--- src/rtl/fwd_hazard_ctrl_if.sv ---
// ID-stage instruction attributes going into the forwarding/hazard controller and the
// forward-select / pipeline-control results coming back out of it.
interface fwd_hazard_ctrl_if #(
  parameter int unsigned REG_AW = 5
);
  logic [REG_AW-1:0] id_rs;
  logic [REG_AW-1:0] id_rt;
  logic              id_use_rs;
  logic              id_use_rt;
  logic [REG_AW-1:0] id_dest;
  logic              id_regwrite;
  logic              id_memread;
  logic              id_md_start;
  logic              id_hilo_read;
  logic              flush;
  logic [1:0]        forward_op1;
  logic [1:0]        forward_op2;
  logic              stall;
  logic              bubble;
  logic              md_busy;

  // Pipeline side: drives the decoded ID instruction, consumes the controls.
  modport master (
    output id_rs, id_rt, id_use_rs, id_use_rt, id_dest, id_regwrite, id_memread,
           id_md_start, id_hilo_read, flush,
    input  forward_op1, forward_op2, stall, bubble, md_busy
  );

  // Controller side.
  modport slave (
    input  id_rs, id_rt, id_use_rs, id_use_rt, id_dest, id_regwrite, id_memread,
           id_md_start, id_hilo_read, flush,
    output forward_op1, forward_op2, stall, bubble, md_busy
  );
endinterface

--- src/rtl/fwd_hazard_ctrl.sv ---
// Forwarding and hazard controller for the 5-stage pipeline: shadows EXE/MEM/WB register
// writes, picks ALU operand forwards and raises load-use / HI-LO stalls and bubbles.
module fwd_hazard_ctrl #(
  parameter int unsigned MD_LATENCY = 8,
  parameter int unsigned REG_AW     = 5
) (
  input logic              clk,
  input logic              rst_n,
  fwd_hazard_ctrl_if.slave bus
);

  localparam logic [3:0]        MD_LOAD  = 4'(MD_LATENCY);
  localparam logic [REG_AW-1:0] REG_ZERO = '0;

  // EXE slot
  logic [REG_AW-1:0] r_exe_rs;
  logic [REG_AW-1:0] r_exe_rt;
  logic              r_exe_use_rs;
  logic              r_exe_use_rt;
  logic [REG_AW-1:0] r_exe_dest;
  logic              r_exe_regwrite;
  logic              r_exe_memread;
  // MEM slot
  logic [REG_AW-1:0] r_mem_dest;
  logic              r_mem_regwrite;
  logic              r_mem_memread;
  // WB slot; a load's memread no longer matters once its data is on the WB bus
  logic [REG_AW-1:0] r_wb_dest;
  logic              r_wb_regwrite;
  // HI/LO occupancy
  logic [3:0]        r_md_cnt;

  logic              w_lu;
  logic              w_mh;
  logic              w_md_busy;
  logic              w_stall;
  logic              w_bubble;
  logic [3:0]        w_md_cnt_d;
  logic [1:0]        w_fwd_op1;
  logic [1:0]        w_fwd_op2;

  // MEM beats WB so the youngest value wins; a load in MEM has no data yet and r0 is hardwired.
  function automatic logic [1:0] fwd_sel(
    input logic              use_src,
    input logic [REG_AW-1:0] src,
    input logic              mem_rw,
    input logic              mem_mr,
    input logic [REG_AW-1:0] mem_dest,
    input logic              wb_rw,
    input logic [REG_AW-1:0] wb_dest
  );
    logic [1:0] sel;
    sel = 2'd0;
    if (use_src && (src != REG_ZERO)) begin
      if (mem_rw && !mem_mr && (mem_dest == src)) begin
        sel = 2'd2;
      end else if (wb_rw && (wb_dest == src)) begin
        sel = 2'd1;
      end
    end
    return sel;
  endfunction

  always_comb begin
    w_fwd_op1 = fwd_sel(r_exe_use_rs, r_exe_rs, r_mem_regwrite, r_mem_memread, r_mem_dest,
                        r_wb_regwrite, r_wb_dest);
    w_fwd_op2 = fwd_sel(r_exe_use_rt, r_exe_rt, r_mem_regwrite, r_mem_memread, r_mem_dest,
                        r_wb_regwrite, r_wb_dest);
  end

  always_comb begin
    w_lu = r_exe_memread && r_exe_regwrite && (r_exe_dest != REG_ZERO) &&
           ((bus.id_use_rs && (bus.id_rs == r_exe_dest)) ||
            (bus.id_use_rt && (bus.id_rt == r_exe_dest)));
    w_md_busy = (r_md_cnt != 4'd0);
    w_mh      = w_md_busy && (bus.id_hilo_read || bus.id_md_start);
    w_stall   = (w_lu || w_mh) && !bus.flush;
    w_bubble  = w_lu || w_mh || bus.flush;
  end

  // A stalled or squashed MULT/DIV must not claim the unit; the count keeps draining regardless.
  always_comb begin
    w_md_cnt_d = r_md_cnt;
    if (bus.id_md_start && !w_stall && !bus.flush) begin
      w_md_cnt_d = MD_LOAD;
    end else if (r_md_cnt != 4'd0) begin
      w_md_cnt_d = r_md_cnt - 4'd1;
    end
  end

  always_ff @(posedge clk or negedge rst_n) begin
    if (!rst_n) begin
      r_exe_rs       <= '0;
      r_exe_rt       <= '0;
      r_exe_use_rs   <= 1'b0;
      r_exe_use_rt   <= 1'b0;
      r_exe_dest     <= '0;
      r_exe_regwrite <= 1'b0;
      r_exe_memread  <= 1'b0;
      r_mem_dest     <= '0;
      r_mem_regwrite <= 1'b0;
      r_mem_memread  <= 1'b0;
      r_wb_dest      <= '0;
      r_wb_regwrite  <= 1'b0;
      r_md_cnt       <= 4'd0;
    end else begin
      r_wb_dest      <= r_mem_dest;
      r_wb_regwrite  <= r_mem_regwrite;
      r_mem_dest     <= r_exe_dest;
      r_mem_regwrite <= r_exe_regwrite;
      r_mem_memread  <= r_exe_memread;
      if (w_bubble) begin
        r_exe_rs       <= '0;
        r_exe_rt       <= '0;
        r_exe_use_rs   <= 1'b0;
        r_exe_use_rt   <= 1'b0;
        r_exe_dest     <= '0;
        r_exe_regwrite <= 1'b0;
        r_exe_memread  <= 1'b0;
      end else begin
        r_exe_rs       <= bus.id_rs;
        r_exe_rt       <= bus.id_rt;
        r_exe_use_rs   <= bus.id_use_rs;
        r_exe_use_rt   <= bus.id_use_rt;
        r_exe_dest     <= bus.id_dest;
        r_exe_regwrite <= bus.id_regwrite;
        r_exe_memread  <= bus.id_memread;
      end
      r_md_cnt <= w_md_cnt_d;
    end
  end

  assign bus.forward_op1 = w_fwd_op1;
  assign bus.forward_op2 = w_fwd_op2;
  assign bus.stall       = w_stall;
  assign bus.bubble      = w_bubble;
  assign bus.md_busy     = w_md_busy;

endmodule

--- src/flat_wrapper.sv ---
// flat-port wrapper written by rule: the top's interface ports become plain ports
module fwd_hazard_ctrl_flat 
#(
  parameter int unsigned MD_LATENCY = 8,
  parameter int unsigned REG_AW     = 5
)
  (clk, rst_n, bus_id_rs, bus_id_rt, bus_id_use_rs, bus_id_use_rt, bus_id_dest, bus_id_regwrite, bus_id_memread, bus_id_md_start, bus_id_hilo_read, bus_flush, bus_forward_op1, bus_forward_op2, bus_stall, bus_bubble, bus_md_busy);
  fwd_hazard_ctrl_if #(.REG_AW(REG_AW)) bus_i ();
  input logic clk;
  input logic rst_n;
  input wire logic [$bits(bus_i.id_rs)-1:0] bus_id_rs;
  input wire logic [$bits(bus_i.id_rt)-1:0] bus_id_rt;
  input wire logic [$bits(bus_i.id_use_rs)-1:0] bus_id_use_rs;
  input wire logic [$bits(bus_i.id_use_rt)-1:0] bus_id_use_rt;
  input wire logic [$bits(bus_i.id_dest)-1:0] bus_id_dest;
  input wire logic [$bits(bus_i.id_regwrite)-1:0] bus_id_regwrite;
  input wire logic [$bits(bus_i.id_memread)-1:0] bus_id_memread;
  input wire logic [$bits(bus_i.id_md_start)-1:0] bus_id_md_start;
  input wire logic [$bits(bus_i.id_hilo_read)-1:0] bus_id_hilo_read;
  input wire logic [$bits(bus_i.flush)-1:0] bus_flush;
  output wire logic [$bits(bus_i.forward_op1)-1:0] bus_forward_op1;
  output wire logic [$bits(bus_i.forward_op2)-1:0] bus_forward_op2;
  output wire logic [$bits(bus_i.stall)-1:0] bus_stall;
  output wire logic [$bits(bus_i.bubble)-1:0] bus_bubble;
  output wire logic [$bits(bus_i.md_busy)-1:0] bus_md_busy;
  assign bus_i.id_rs = bus_id_rs;
  assign bus_i.id_rt = bus_id_rt;
  assign bus_i.id_use_rs = bus_id_use_rs;
  assign bus_i.id_use_rt = bus_id_use_rt;
  assign bus_i.id_dest = bus_id_dest;
  assign bus_i.id_regwrite = bus_id_regwrite;
  assign bus_i.id_memread = bus_id_memread;
  assign bus_i.id_md_start = bus_id_md_start;
  assign bus_i.id_hilo_read = bus_id_hilo_read;
  assign bus_i.flush = bus_flush;
  assign bus_forward_op1 = bus_i.forward_op1;
  assign bus_forward_op2 = bus_i.forward_op2;
  assign bus_stall = bus_i.stall;
  assign bus_bubble = bus_i.bubble;
  assign bus_md_busy = bus_i.md_busy;
  fwd_hazard_ctrl #(.MD_LATENCY(MD_LATENCY), .REG_AW(REG_AW)) u_core (.clk(clk), .rst_n(rst_n), .bus(bus_i));
endmodule
--- config.mk ---
export PLATFORM = sky130hd
export DESIGN_NAME = fwd_hazard_ctrl_flat
export DESIGN_NICKNAME = d
export VERILOG_FILES = /design/src/rtl/fwd_hazard_ctrl_if.sv /design/src/rtl/fwd_hazard_ctrl.sv /design/src/flat_wrapper.sv
export SDC_FILE = /design/constraint.sdc
export NUM_CORES = 1
export LEC_CHECK = 0
export BUFFER_PORTS_ARGS = -buffer_cell sky130_fd_sc_hd__buf_2
export CELL_PAD_IN_SITES_DETAIL_PLACEMENT = 0
export CELL_PAD_IN_SITES_GLOBAL_PLACEMENT = 1
export CORE_MARGIN = 2
export CORE_UTILIZATION = 38
export DETAILED_ROUTE_END_ITERATION = 6
export PLACE_DENSITY = 0.81
export SYNTH_ARGS = -nofsm -noshare
export SYNTH_HDL_FRONTEND = slang
export SYNTH_SLANG_ARGS = --single-unit
export TNS_END_PERCENT = 20
--- constraint.sdc ---
create_clock -name clk -period 1.7 [get_ports clk]
set_clock_uncertainty 0.1 [all_clocks]
set_input_delay 0.085 -clock clk [delete_from_list [all_inputs] [get_ports clk]]
set_output_delay 0.085 -clock clk [all_outputs]
set_load 0.005 [all_outputs]
==> impl_metrics.yaml, run 1 <==
outcome:
  status: "complete, but fails checks"
  violations: "setup timing"
power:
  static-leakage-power_nw: 1.11
  ir_drop_uv: 618
  power_density_nw_per_um2: 1070
  power_w: 0.00244
place:
  portBuffers: 30
  gp_congestion: 0.862
  place_area_um2: 1860
  hpwl_mm: 2.46
yosys:
  synthArstFlopShare_pct: 100
  yosysSeqAreaShare_pct: 56.1
  synthCells: 138
  synth.area.top_cells: "dfrtp_1, xnor2_1, xor2_1, and2_1, and2_2"
  yosys_most_used_dff: "dfrtp_1"
  avgSynthCellArea_um2: 11.6
  synth_enable_flop_cells: 0
  synth_common_cells: "dfrtp_1, xnor2_1, and2_1, xor2_1, and2_2"
  syn-num-nets: 164
  syn_area_um2: 1610
  synth.ff_latch_count: 36
  synth.largest_area_cell: "dfrtp_1"
  synth_cell_type_count: 27
  synth.most_common_cell: "dfrtp_1"
  synth.yosys.warnings: 0
  synth_top_area_share_pct: 56.1
critical_path:
  worst_path_max_delay_cell: "dfrtp_1"
  critPathMaxStageDelay_ns: 0.40
  critPathMaxFanout: 2
  rrSetupSlack_ns: -0.21
  crit_chain: "or3_1, o311a_1, a211oi_2, buf_4, inv_2, buf_2"
  cp_top_family: "compound AO/OA/AOI/OAI gates"
  critPathKind: "reg -> out"
  start_kind: "flop"
  end_kind: "output pin"
  reg2reg_to: "u_core.r_exe_dest[1]"
  path_buf_inv: 3
  arrival_ns: 1.88
  r2r_start: "u_core.r_exe_dest[1]"
  worstPathRequired_ns: 1.51
  reg2regPathDepth: 6
clock_tree:
  cts_root_buf: "clkbuf_8"
  htree_num_levels: 2
  cts_buffers: 5
  clk_latency_ns: 0.28
  clk_pin_slew_ns: 0.07
  clockBufferDepth: 2
  cts_tree: "built"
  clock_sinks: 36
route:
  ant_nets: 0
  wl_per_cell_um: 13.8
  first_iter_violations: 27
  routed_via_density: 4.82
  routed_wirelength_mm: 3.53
  drc: 0
  drt_first_pass_iters: 5
  num_vias: 1228
layout:
  diodes: 0
  final_util_pct: 56.5
  drive_gt1_share_pct: 37.1
  nets: 230
  area_growth_syn_to_layout_pct: 41.8
  final_cell_area_um2: 2280
sta:
  rsz0062_at_grt: "yes"
  setup-tns-final_ns: -3.77
  final.min_clock_period_ns: 2.07
  clock.fmax_mhz: 484
  max_slew.worst_pin.slew_ns: 0.764
  slew_headroom_pct: 49.1
  fin_ws_ns: -0.365
  final_hold_viol_count: 0
  slew_violations: 0
  fin_crit_sh_pct: 121
  setup_viol: 26
min_path:
  hold_end: "u_core.r_md_cnt[0]"
  worstHoldPathCells: 3
  hp-class: "in -> reg"
  hold_path_startpoint: "bus_flush"
global_routing:
  grt.overflow.total: 0
  grt_max_degree: 37
  antenna_found_initial: 0
  grt_pass1_vias: 1288
  track_usage_pct: 17.7
  grt_pass1_wl_mm: 5.91
flow_run:
  maxCapViolCount: 0
floorplanning:
  die-height_um: 69.0
  die-area_um2: 4760
  io_pins: 31
  coreArea_um2: 4030
  die_x_um: 69.0
  start_util_pct: 39.8
  rows: 23
[where the power goes]
group | total, W | internal [W] | switching [W]
Combinational | 0.000717 | 0.000393 | 0.000324
Clock | 0.000609 | 0.000323 | 0.000286
Sequential | 0.00111 | 0.000984 | 0.000126
[layout by cell type, fill, tap and decap left out, types with 2 or more instances in the layout]
| cell type | netlist | final |
|---|---|---|
| inv_1 | 4 | 2 |
| and2_2 | 7 | 7 |
| nand4_1 | 4 | 4 |
| inv_2 | 0 | 2 |
| xnor2_1 | 22 | 19 |
| and2_1 | 13 | 12 |
| dfrtp_1 | 36 | 36 |
| clkinv_2 | 0 | 2 |
| nor2_1 | 6 | 6 |
| or3_1 | 2 | 2 |
| nor3_2 | 0 | 3 |
| or4_4 | 0 | 2 |
| a31oi_1 | 2 | 2 |
| buf_2 | 0 | 30 |
| nand2_1 | 3 | 2 |
| nor4_1 | 4 | 3 |
| clkbuf_8 | 0 | 6 |
| xor2_1 | 10 | 10 |
| nand3_1 | 2 | 2 |
| xnor2_2 | 0 | 3 |
| buf_4 | 0 | 12 |
| dlygate4sd3_1 | 0 | 20 |
| o21ai_4 | 0 | 2 |
| ha_1 | 2 | 2 |
| nor3_1 | 5 | 2 |
[cells by family (layout without fill, tap and decap cells)]
family	after synthesis	in the layout	share of synthesized area, %
AOI/OAI and AO/OA	11	11	4.83
xor gates and xnor gates	32	32	17.5
adders and majority gates	2	2	1.56
buffers and inverters	7	74	1.79
DFF	36	36	56.1
and+or+nand+nor	50	50	18.2
[through the flow]
step | hold WS [ns] | instances | setup WS [ns]
6_report | 0.0798 | 255 | -0.365
5_1_grt | 0.112 | 255 | -0.456
4_1_cts | 0.0902 | 255 | -0.342
3_5_place_dp | 0.103 | 223 | -0.122
3_3_place_gp | 0.0832 | 223 | -0.0996
2_1_floorplan | -0.311 | 138 | -0.0968
[layer usage]
layer	track usage [%]	up-vias	routed length (um)
li1	-	594	-
met1	19.5	587	1410
met2	30.6	35	1840
met3	4.87	12	168
met4	10.3	0	108
met5	0	-	0
[tightest hold or removal path, cell delays in order]
cell	delay [ns]
buf_2	0.11
nor2b_1	0.06
a31oi_1	0.16
[worst max path at each step]
stage	endpoint	startpoint	cells past startpoint	slack, ns
6_report	bus_bubble	u_core.r_exe_dest[1]	6	-0.37
5_1_grt	bus_bubble	u_core.r_exe_dest[1]	6	-0.46
3_5_place_dp	bus_bubble	u_core.r_exe_dest[1]	6	-0.12
2_1_floorplan	u_core.r_exe_dest[0]	u_core.r_exe_dest[1]	5	-0.1
3_3_place_gp	bus_bubble	u_core.r_exe_dest[1]	6	-0.1
4_1_cts	bus_bubble	u_core.r_exe_dest[1]	6	-0.34
[sequential cells by signal, summed over array words and instances (netlist names), 4 cells and up]
signal             cells
u_core.r_exe_rt        5
u_core.r_md_cnt        4
u_core.r_exe_rs        5
u_core.r_mem_dest      5
u_core.r_wb_dest       5
u_core.r_exe_dest      5
[final cells by class]
| cell class | instances | area, um2 |
|---|---|---|
| Multi-Input combinational cell | 95 | 764 |
| Clock inverter | 2 | 10.0 |
| Clock buffer | 6 | 82.6 |
| Sequential cell | 36 | 901 |
| Timing Repair Buffer | 62 | 440 |
| Inverter | 4 | 15.0 |
| Tap cell | 50 | 62.6 |
| Fill cell | 329 | 1750 |
[repair_timing]
action,in CTS,in global routing
hold endpoints to repair,55,0
setup endpoints to repair,27,29
gates resized for setup,9,12
hold buffers,20,0
pin swaps,9,8
setup buffers,4,1
No activity file was read; power rests on OpenSTA's default activity.
==> run 2, diff against run 1 <==
CORE_ASPECT_RATIO = 0.6   (was not set)
==> impl_metrics.yaml, run 2 (synthesis results as in run 1) <==
critical_path:
  reg2reg_to: "u_core.r_exe_rt[2]"
  worstPathRequired_ns: 1.51
  critPathMaxStageDelay_ns: 0.38
  cp-startpoint: "u_core.r_exe_dest[1]"
  rrSetupSlack_ns: -0.30
  crit_chain: "or3_1, o311a_1, a211oi_2, buf_6, inv_1, buf_2"
  r2r_start: "u_core.r_exe_dest[1]"
  start_kind: "flop"
  critPathKind: "reg -> out"
  critPathMaxFanout: 2
  critical_path.endpoint: "bus_bubble"
  crit_cells: 6
  arrival_ns: 1.94
  reg2regPathDepth: 6
  path_buf_inv: 3
  cp_top_family: "compound AO/OA/AOI/OAI gates"
  end_kind: "output pin"
  worst_path_max_delay_cell: "or3_1"
sta:
  hold_slack_ns: 0.0776
  final_hold_viol_count: 0
  fin_ws_ns: -0.421
  slew_violations: 0
  final.min_clock_period_ns: 2.12
  setup_viol: 26
  clock.fmax_mhz: 471
  fin_crit_sh_pct: 125
  slew_headroom_pct: 49.8
  rsz0062_at_grt: "yes"
  max_slew.worst_pin.slew_ns: 0.753
route:
  wl_per_cell_um: 14.5
  ant_nets: 0
  wl_met2_mm: 1.73
  wl_met3_um: 182
  routed_wirelength_mm: 3.82
  first_iter_violations: 24
  num_vias: 1214
  top_layer: "met4"
  wl_met1_mm: 1.89
  drt_first_pass_iters: 4
  routed_via_density: 4.60
  drc: 0
min_path:
  hp-class: "in -> reg"
global_routing:
  grt_max_degree: 37
  track_usage_pct: 17.2
  grt_pass1_wl_mm: 5.82
  grt.overflow.total: 0
  antenna_found_initial: 0
  grt_pass1_vias: 1235
layout:
  nets: 230
  final_util_pct: 55.4
  layout_common_cells: "dfrtp_1, buf_2, xnor2_1, dlygate4sd3_1, and2_1"
  drive_gt1_share_pct: 33.8
  final_cells: 264
  layout_commonest_cell: "dfrtp_1"
  area_growth_syn_to_layout_pct: 40.7
  diodes: 0
floorplanning:
  die_x_um: 87.9
  coreArea_um2: 4080
  die-height_um: 54.3
  io_pins: 31
  start_util_pct: 39.4
  rows: 18
  die-area_um2: 4780
clock_tree:
  cts_buffers: 5
  clock_sinks: 36
  cts_root_buf: "clkbuf_8"
  clockBufferDepth: 2
  htree_num_levels: 2
  cts_tree: "built"
  clk_pin_slew_ns: 0.07
  clk_latency_ns: 0.28
place:
  dpl_worst_slack_ns: -0.167
  place_inst: 233
  gp_congestion: 0.806
  hpwl_mm: 2.58
  portBuffers: 30
outcome:
  violations: "setup timing"
  status: "complete, but fails checks"
power:
  power_density_nw_per_um2: 1070
  static-leakage-power_nw: 1.10
  ir_drop_uv: 634
flow_run:
  maxCapViolCount: 0
## run 2: metrics by stage
step | power, W | area, um2 | setup TNS [ns]
after floorplan | 0.00152 | 1610 | -1.67
after global placement | 0.00169 | 1880 | -1.57
after detailed placement | 0.00172 | 1880 | -2.39
after CTS | 0.00235 | 2200 | -5.01
after global routing | 0.00254 | 2260 | -8.18
final | 0.00241 | 2260 | -6.36
## run 2: worst min-delay path, cell delays in order
cell and delay, ns:
buf_2 0.11, nor2b_1 0.07, a31oi_1 0.15
## run 2: repair_timing
| action | in CTS | in global routing |
|---|---|---|
| hold buffers | 20 | 0 |
| gates cloned | 0 | 0 |
| gates resized for setup | 7 | 12 |
| buffers inserted | 3 | 1 |
| pin swaps | 2 | 3 |
| hold endpoints to repair | 55 | 0 |
| setup endpoints to repair | 26 | 29 |
## run 2: area by class of cell
cell class / instances / area (um2)
inverter: 4 / 15.0
sequential: 36 / 901
clock buffer: 6 / 72.6
fill: 362 / 1820
tap: 60 / 75.1
clock inverter: 1 / 5.00
timing repair buffer: 62 / 452
multi-input combinational: 95 / 738
## run 2: power by group
part	total [W]	switching, W	internal [W]	leakage, nW
combinational	0.000733	0.000332	0.000401	0.574
clock	0.000560	0.000282	0.000278	0.0410
sequential	0.00111	0.000130	0.000983	0.484
## run 2: layer usage
layer  global-route usage, %  vias up
met5                       0        -
met4                    5.13        0
met3                    5.58        4
met2                    26.0       35
met1                    23.8      588
li1                        -      587
## run 2: how the worst min path moves through the flow
stage                           endpoint       from  slack [ns]  cells past startpoint
floorplan           u_core.r_exe_dest[0]      rst_n       -0.31                      0
CTS                   u_core.r_md_cnt[1]  bus_flush        0.08                      3
global route          u_core.r_md_cnt[1]  bus_flush         0.1                      3
detailed placement  u_core.r_wb_regwrite      rst_n        0.11                      1
global placement    u_core.r_wb_regwrite      rst_n         0.1                      1
finish                u_core.r_md_cnt[1]  bus_flush        0.08                      3
